<file path="config.mk">
export PLATFORM = sky130hd
export DESIGN_NAME = key_debounce
export DESIGN_NICKNAME = d
export VERILOG_FILES = /design/src/rtl/key_debounce.sv
export SDC_FILE = /design/constraint.sdc
export NUM_CORES = 1
export LEC_CHECK = 0
export CAP_MARGIN = 0
export CORE_MARGIN = 2
export CORE_UTILIZATION = 63
export DETAILED_ROUTE_END_ITERATION = 7
export GPL_TIMING_DRIVEN = 0
export HOLD_SLACK_MARGIN = 0.03
export PLACE_DENSITY_LB_ADDON = 0.25
export RECOVER_POWER = 50
export SYNTH_ARGS = -nofsm -noshare
export SYNTH_HDL_FRONTEND = slang
export SYNTH_SLANG_ARGS = --single-unit
</file>
<file path="constraint.sdc">
create_clock -name clk_clk -period 9.8 [get_ports clk_clk]
set_clock_uncertainty 0.1 [all_clocks]
set_input_delay 1.96 -clock clk_clk [delete_from_list [all_inputs] [get_ports clk_clk]]
set_output_delay 1.96 -clock clk_clk [all_outputs]
set_load 0.01 [all_outputs]
</file>
<file path="src/rtl/key_debounce.sv">
// rtl/key_debounce.sv - four-channel key synchroniser and debouncer with press and long-press pulses
// Keys are active-low; each channel runs its own debounce FSM.
module key_debounce #(
  parameter int DEBOUNCE_CYCLES = 1000000,
  parameter int LONG_CYCLES     = 50000000
) (
  input  logic       clk_clk,
  input  logic       reset_reset,
  input  logic [3:0] key_raw,
  output logic [3:0] key_db,
  output logic [3:0] press_pulse,
  output logic [3:0] long_pulse
);

  localparam int DW = $clog2(DEBOUNCE_CYCLES);
  localparam int HW = $clog2(LONG_CYCLES);
  localparam logic [DW-1:0] DEB_LAST  = DW'(DEBOUNCE_CYCLES - 1);
  localparam logic [HW-1:0] HOLD_LAST = HW'(LONG_CYCLES - 1);

  typedef enum logic [1:0] {REL, CHK_P, PRS, CHK_R} state_e;

  logic [3:0] sync1_q;
  logic [3:0] sync2_q;

  // Released (1) is the safe value for the synchroniser after reset.
  always_ff @(posedge clk_clk or posedge reset_reset) begin
    if (reset_reset) begin
      sync1_q <= 4'hF;
      sync2_q <= 4'hF;
    end else begin
      sync1_q <= key_raw;
      sync2_q <= sync1_q;
    end
  end

  for (genvar g = 0; g < 4; g++) begin : g_ch
    state_e        state_q, state_d;
    logic [DW-1:0] deb_q, deb_d;
    logic [HW-1:0] hold_q, hold_d;
    logic          fired_q, fired_d;
    logic          db_q, db_d;
    logic          press_q, press_d;
    logic          long_q, long_d;
    logic          sync;

    assign sync = sync2_q[g];

    always_ff @(posedge clk_clk or posedge reset_reset) begin
      if (reset_reset) begin
        state_q <= REL;
        deb_q   <= '0;
        hold_q  <= '0;
        fired_q <= 1'b0;
        db_q    <= 1'b1;
        press_q <= 1'b0;
        long_q  <= 1'b0;
      end else begin
        state_q <= state_d;
        deb_q   <= deb_d;
        hold_q  <= hold_d;
        fired_q <= fired_d;
        db_q    <= db_d;
        press_q <= press_d;
        long_q  <= long_d;
      end
    end

    always_comb begin
      state_d = state_q;
      deb_d   = deb_q;
      hold_d  = hold_q;
      fired_d = fired_q;
      db_d    = db_q;
      press_d = 1'b0;
      long_d  = 1'b0;
      // Hold time keeps running through release bounces; fired_q limits it to one pulse per press.
      if (state_q == PRS || state_q == CHK_R) begin
        if (hold_q != HOLD_LAST) begin
          hold_d = hold_q + 1'b1;
        end else if (!fired_q) begin
          long_d  = 1'b1;
          fired_d = 1'b1;
        end
      end
      case (state_q)
        REL: begin
          if (!sync) begin
            state_d = CHK_P;
            deb_d   = '0;
          end
        end
        CHK_P: begin
          if (sync) begin
            state_d = REL;
          end else if (deb_q == DEB_LAST) begin
            state_d = PRS;
            db_d    = 1'b0;
            press_d = 1'b1;
            hold_d  = '0;
            fired_d = 1'b0;
          end else begin
            deb_d = deb_q + 1'b1;
          end
        end
        PRS: begin
          if (sync) begin
            state_d = CHK_R;
            deb_d   = '0;
          end
        end
        CHK_R: begin
          if (!sync) begin
            state_d = PRS;
          end else if (deb_q == DEB_LAST) begin
            state_d = REL;
            db_d    = 1'b1;
          end else begin
            deb_d = deb_q + 1'b1;
          end
        end
        default: state_d = REL;
      endcase
    end

    assign key_db[g]      = db_q;
    assign press_pulse[g] = press_q;
    assign long_pulse[g]  = long_q;
  end

endmodule

</file>
==> results of run 1 <==
final cells by class:
class	count	area, sq um
Clock inverter	15	228
Tap cell	225	282
Clock buffer	28	647
Multi-Input combinational cell	879	5290
Timing Repair Buffer	18	198
Inverter	25	95.1
Sequential cell	216	5420
Fill cell	1304	4950
Buffer	51	241
cell usage after synthesis, drive strengths merged (6+ instances only):
library cell	count	share of area [%]
or3	15	0.84
a21oi	29	1.3
nand4	52	2.9
buf	33	2.0
xor2	83	6.5
nor4	31	2.4
or4	9	0.60
nand2	89	3.0
and2	12	0.67
nand2b	6	0.34
nand3	104	4.8
nand3b	9	0.60
a31oi	8	0.45
and4	16	1.3
inv	25	0.84
o211ai	9	0.60
and3	28	1.6
ha	8	0.89
mux2i	8	0.72
xnor2	48	3.8
o21ai	41	1.8
o311ai	6	0.47
dfstp	12	2.8
nor3	29	1.4
dfrtp	204	46
nor2	176	6.0
nor4b	10	0.84
clkbuf	18	0.60
cell families (layout without fill, tap and decap cells):
group | Yosys count | count (layout)
xor gates and xnor gates | 131 | 131
adders and majority gates | 8 | 8
buffers and inverters | 76 | 137
DFF | 216 | 216
muxes | 13 | 13
and+or+nand+nor | 610 | 610
AOI/OAI and AO/OA | 117 | 117
sequential cells by signal, summed over array words and instances, names as in the netlist, named ones only:
register and flops:
g_ch.state_q 4, g_ch.hold_q 104, sync2_q 4, g_ch.press_q 4, sync1_q 4, g_ch.fired_q 4, g_ch.db_q 4, g_ch.long_q 4
g_ch.deb_q 80
final timing paths:
| check | endpoint | slack [ns] | cells after the start |
|---|---|---|---|
| setup / recovery | g_ch[3].hold_q[6] | 4.88 | 2 |
| hold / removal | sync2_q[0] | 0.26 | 0 |
| setup reg to reg | g_ch[3].hold_q[16] | 5.82 | 7 |
| hold reg to reg | sync2_q[0] | 0.26 | 0 |
| max in group clk_clk | g_ch[3].hold_q[16] | 5.82 | 7 |
| min in group asynchronous | g_ch[1].deb_q[10] | 2.97 | 2 |
layer usage:
layer / vias to the layer above / part of all wire (%) / GRT usage [%]
met4: 0 / 2.3 / 6.87
met1: 4201 / 47 / 34.1
met5: - / 0 / 0
met2: 151 / 47 / 38.6
met3: 54 / 3.2 / 3.46
li1: 4247 / - / -
per-stage QoR:
| step | power, mW | setup TNS (ns) | utilization, % |
|---|---|---|---|
| finish | 1.95 | 0 | 71.5 |
| global placement | 0.974 | -153.05 | 67.1 |
| floorplan | 0.961 | 0 | - |
| detailed placement | 0.977 | 0 | 67.3 |
| CTS | 1.97 | 0 | 72.4 |
| global route | 2.02 | 0 | 71.5 |
power by group through the flow:
stage                     Sequential (mW)  Combinational [mW]  Clock (mW)
final                               0.912              0.0471       0.993
after global routing                0.913              0.0561        1.05
after CTS                           0.912              0.0498        1.01
after detailed placement            0.928              0.0497           0
after global placement              0.927              0.0467           0
after floorplan                     0.926              0.0353           0
==> impl_metrics.csv, run 1 <==
group,metric,value,unit
global_routing,antenna_found_initial,0,
cells_and_area,layout_commonest_cell,"dfrtp_1",
yosys,synth-xor-area-share,10.3,%
yosys,synth_top_family_by_area,"simple AND/OR/NAND/NOR gates",
clock_network,cts.clk_slew.worst_paths,0.06,ns
clock_network,clock_latency,0.52,ns
clock_network,cts_resized,0,
yosys,synth-simple-area-share,29.3,%
job,maxCapViolCount,2,
hold_path,hp-start,"sync1_q[0]",
placed_design,io_buffers,17,
worst_setup_path,crit_start,"reset_reset",
worst_setup_path,crit_fanout,91,
detailed_routing,routed_wl,22000,um
worst_setup_path,startpoint_type,"input pin",
sta,max_freq,0.203,GHz
yosys,syn_avg_cell_area,9.56,sq um
sta,whs,0.255,ns
sta,setup_viol,0,
worst_setup_path,path_cells,"dlygate4sd3_1 > clkinvlp_2",
yosys,ys_seq_area_share,48.4,%
yosys,yosysWarnings,0,
power_and_ir_drop,p_int,1.54,mW
power_and_ir_drop,powerDensity,157,nW/um^2
yosys,synth_nets,1185,
detailed_routing,ant_nets,0,
clock_network,cts_inserted_buffers,24,
placed_design,place.gp.congestion,0.810,
clock_network,clkSinkCount,216,
detailed_routing,post_drt_wl_per_cell,15.1,um
yosys,ys_async_sr_fraction,100,%
detailed_routing,via_per_inst,5.94,
clock_network,cts_tree,"done",
sta,timing.slew.headroom,-162,%
floorplan,die_w,137,um
global_routing,grt_max_degree,127,
global_routing,grt.overflow.total,0,
global_routing,grt_pass1_vias,8232,
detailed_routing,drc,0,
worst_setup_path,timing.rr.start,"g_ch[3].deb_q[0]",
cells_and_area,syn2layout_area_growth,10.8,%
floorplan,dieArea,18900,sq um
detailed_routing,drt-initial-drc-count,617,
worst_setup_path,crit_type,"input pin to async pin",
placed_design,dp_cells,1414,
cells_and_area,diodes,0,
worst_setup_path,cp_top_family,"buffers and inverters",
yosys,synth_edf_count,0,
yosys,ys.flop_type,"dfrtp_1",
sta,rsz0062_at_grt,"false",
floorplan,core-area,17400,sq um
cells_and_area,stdcell_area,12400,sq um
placed_design,dpl_worst_slack,6.17,ns
floorplan,start_util,64.5,%
placed_design,dpl.hpwl,14000,um
yosys,yosys_register_bits,216,
clock_network,clock_path_buffers,3,
yosys,ys_types,67,
yosys,syn-cell-area,11200,sq um
clock_network,htree_levels,1,
global_routing,grt_use_total,24.0,%
floorplan,die_y,137,um
sta,setup_slack,4.88,ns
cells_and_area,final_cell_mix,"dfrtp_1 (204), nor2_1 (176), nand3_1 (101), nand2_1 (89), xor2_1 (83)",
yosys,synth_compound_area_share,6.45,%
sta,drv_slew,101,
worst_setup_path,arrival,4.76,ns
sta,period_share,50.2,%
hold_path,hold_path.class,"register to register",
power_and_ir_drop,ir_drop,178,uV
power_and_ir_drop,leakagePower,5.37,nW
worst_setup_path,critical_path_buf_inv_count,2,
floorplan,io_pins,18,
yosys,synth.area.mux_share,1.22,%
yosys,synthCells,1171,
clock_network,cts_hold_buf,0,
power_and_ir_drop,pwr-share-clk,50.9,%
detailed_routing,dr.pass1.iters,5,
worst_setup_path,end_kind,"async pin",
worst_setup_path,slowest_stage,"clkinvlp_2",
worst_setup_path,critical_path_required,9.65,ns
cells_and_area,fin_cells,1457,
cells_and_area,nNetsFinal,1229,
clock_network,cts_setup_buffers,0,
placed_design,placed_area,11700,sq um
yosys,synth_fa_ha_area_share,0.894,%
power_and_ir_drop,p_sw,0.408,mW
status,violations,"max-capacitance violations, max-slew violations",
power_and_ir_drop,pwr-share-comb,2.4,%
power_and_ir_drop,p_seq_share,46.7,%
detailed_routing,num_vias,8653,
power_and_ir_drop,swShare,20.9,%
sta,worstMarginPinSlew,3.91,ns
global_routing,grt_pass1_wl,37900,um
floorplan,num_rows,48,
cells_and_area,drive_above_1_share,7.22,%
sta,min_period,4.92,ns
sta,final_hold_viol_count,0,
clock_network,root_buffer,"clkbuf_16",
status,status,"complete, but fails checks",
worst_setup_path,slowest_delay,2.19,ns
No activity file was read; power rests on OpenSTA's default activity.
==> inputs of run 2 (changes only) <==
==> constraint.sdc (replaced) <==
create_clock -name clk_clk -period 4.75 [get_ports clk_clk]
set_clock_uncertainty 0.1 [all_clocks]
set_input_delay 0.95 -clock clk_clk [delete_from_list [all_inputs] [get_ports clk_clk]]
set_output_delay 0.95 -clock clk_clk [all_outputs]
set_load 0.01 [all_outputs]
==> run 2 against run 1 <==
  * The run still ends with max-capacitance violations, max-slew violations left
  * Via count is 1.0% higher
  * Sequential power is 110% higher
  * Combinational power is 130% higher
  * Clock power is 76% higher
  * Critical path type is now register to register
  * Largest cell class unchanged
  * Highest routed layer unchanged
==> impl_metrics.csv, run 2 (synthesized netlist as in run 1, its figures left out) <==
group,metric,value,unit
worst_setup_path,arrival,3.80,ns
placed_design,dp_cells,1419,
power_and_ir_drop,pwr-share-clk,46.8,%
placed_design,placed_area,11800,sq um
worst_setup_path,crit_fanout,9,
detailed_routing,num_vias,8742,
worst_setup_path,cp.depth,6,
sta,period_share,74.7,%
power_and_ir_drop,p_sw,0.802,mW
worst_setup_path,crit_start,"g_ch[3].deb_q[0]",
placed_design,io_buffers,17,
worst_setup_path,startpoint_type,"register",
power_and_ir_drop,powerDensity,299,nW/um^2
sta,drv_slew,10,
hold_path,hold_path.class,"register to register",
worst_setup_path,critical_path_buf_inv_count,0,
status,status,"complete, but fails checks",
power_and_ir_drop,swShare,21.5,%
cells_and_area,syn2layout_area_growth,11.4,%
global_routing,grt_max_degree,43,
power_and_ir_drop,ir_drop,257,uV
placed_design,place.gp.congestion,0.856,
cells_and_area,fin_cells,1460,
power_and_ir_drop,p_seq_share,50.4,%
global_routing,antenna_found_initial,0,
sta,rsz0062_at_grt,"false",
worst_setup_path,reg2reg_to,"g_ch[3].hold_q[3]",
cells_and_area,stdcell_area,12500,sq um
sta,final_hold_viol_count,0,
cells_and_area,postLayoutCoreUtil,71.9,%
worst_setup_path,slowest_delay,1.44,ns
worst_setup_path,reg2reg_depth,6,
worst_setup_path,reg2reg_slack,1.20,ns
detailed_routing,routed_wl,22000,um
sta,max_freq,0.282,GHz
sta,whs,0.257,ns
clock_network,cts.clk_slew.worst_paths,0.06,ns
placed_design,dpl_worst_slack,2.16,ns
cells_and_area,regMostFlops,"g_ch.hold_q",
sta,setup_viol,0,
worst_setup_path,end_kind,"register",
sta,timing.slew.headroom,-18.6,%
power_and_ir_drop,leakagePower,5.41,nW
cells_and_area,diodes,0,
detailed_routing,ant_nets,0,
sta,setup_slack,1.20,ns
floorplan,io_pins,18,
cells_and_area,layout_commonest_cell,"dfrtp_1",
global_routing,grt_pass1_vias,8442,
sta,worstMarginPinSlew,1.76,ns
worst_setup_path,critical_path_required,5.00,ns
detailed_routing,dr.pass1.iters,5,
worst_setup_path,crit_type,"register to register",
cells_and_area,drive_above_1_share,8.58,%
detailed_routing,post_drt_wl_per_cell,15.1,um
placed_design,dpl.hpwl,14900,um
status,violations,"max-capacitance violations, max-slew violations",
job,maxCapViolCount,1,
detailed_routing,drt-initial-drc-count,554,
global_routing,grt_use_total,24.5,%
floorplan,start_util,64.5,%
worst_setup_path,path_cells,"ha_1 > nand2_1 > nor4_1 > nand4b_2 > a31oi_1 > o311ai_0",
detailed_routing,via_per_inst,5.99,
cells_and_area,largest_reg_flops,104,
clock_network,cts_setup_buffers,0,
clock_network,clkSinkCount,216,
cells_and_area,nNetsFinal,1233,
detailed_routing,drc,0,
worst_setup_path,slowest_stage,"nor4_1",
clock_network,cts_hold_buf,0,
clock_network,root_buffer,"clkbuf_16",
clock_network,clock_latency,0.51,ns
cells_and_area,final_cell_mix,"dfrtp_1 (204), nor2_1 (175), nand3_1 (101), nand2_1 (89), xor2_1 (83)",
floorplan,dieArea,18900,sq um
sta,min_period,3.55,ns
global_routing,grt.overflow.total,0,
worst_setup_path,cp_top_family,"simple AND/OR/NAND/NOR gates",
clock_network,htree_levels,1,
worst_setup_path,critical_path.endpoint,"g_ch[3].hold_q[3]",
worst_setup_path,timing.rr.start,"g_ch[3].deb_q[0]",
power_and_ir_drop,power,3.74,mW
clock_network,cts_tree,"done",
floorplan,die_w,137,um
floorplan,die_y,137,um
clock_network,clock_path_buffers,3,
floorplan,core-area,17400,sq um
cells_and_area,reg_top3,"g_ch.hold_q: 104 flops, g_ch.deb_q: 80 flops",
power_and_ir_drop,pwr-share-comb,2.9,%
floorplan,num_rows,48,
clock_network,cts_resized,0,
global_routing,grt_pass1_wl,38500,um
sta,setup_tns,0,ns
clock_network,cts_inserted_buffers,23,
power_and_ir_drop,p_int,2.93,mW
## run 2: cell types whose count changed in the layout (fill, tap and decap cells not counted), sizes merged
cell / before / now
clkbuf: 60 / 58
clkinv: 8 / 4
clkinvlp: 2 / 1
bufinv: 6 / 1
buf: 20 / 35
## run 2: area by class of cell
| cell class | instances | area (sq um) |
|---|---|---|
| Tap cell | 225 | 282 |
| Clock inverter | 5 | 50.0 |
| Timing Repair Buffer | 23 | 290 |
| Multi-Input combinational cell | 879 | 5370 |
| Inverter | 25 | 95.1 |
| Buffer | 51 | 287 |
| Fill cell | 1316 | 4880 |
| Clock buffer | 36 | 684 |
| Sequential cell | 216 | 5420 |
## run 2: worst register-to-register path, stage by stage (launching register included)
cell      delay [ns]
dfrtp_1         0.42
ha_1            0.24
nand2_1         0.11
nor4_1          1.44
nand4b_2        0.59
a31oi_1         0.32
o311ai_0        0.18
## run 2: how the worst min path moves through the flow
| stage | startpoint | to | slack, ns | cells past startpoint |
|---|---|---|---|---|
| finish | sync1_q[1] | sync2_q[1] | 0.26 | 0 |
| global route | sync1_q[2] | sync2_q[2] | 0.26 | 0 |
| CTS | sync1_q[2] | sync2_q[2] | 0.26 | 0 |
| detailed placement | sync1_q[0] | sync2_q[0] | 0.25 | 0 |
| global placement | sync1_q[0] | sync2_q[0] | 0.25 | 0 |
| floorplan | sync1_q[0] | sync2_q[0] | 0.25 | 0 |
## run 2: metal layers
metal	up-vias	global-route usage [%]	wire length (um)
li1	4243	-	-
met1	4309	34.1	10200
met2	158	40.6	10600
met3	32	3.46	749
met4	0	6.30	414
met5	-	0	0
## run 2: power groups by stage
stage	clock [mW]	combinational [mW]	sequential [mW]
floorplan	0	0.0732	1.91
global placement	0	0.0965	1.91
global route	1.86	0.125	1.88
detailed placement	0	0.112	1.91
CTS	1.78	0.112	1.88
finish	1.75	0.107	1.88
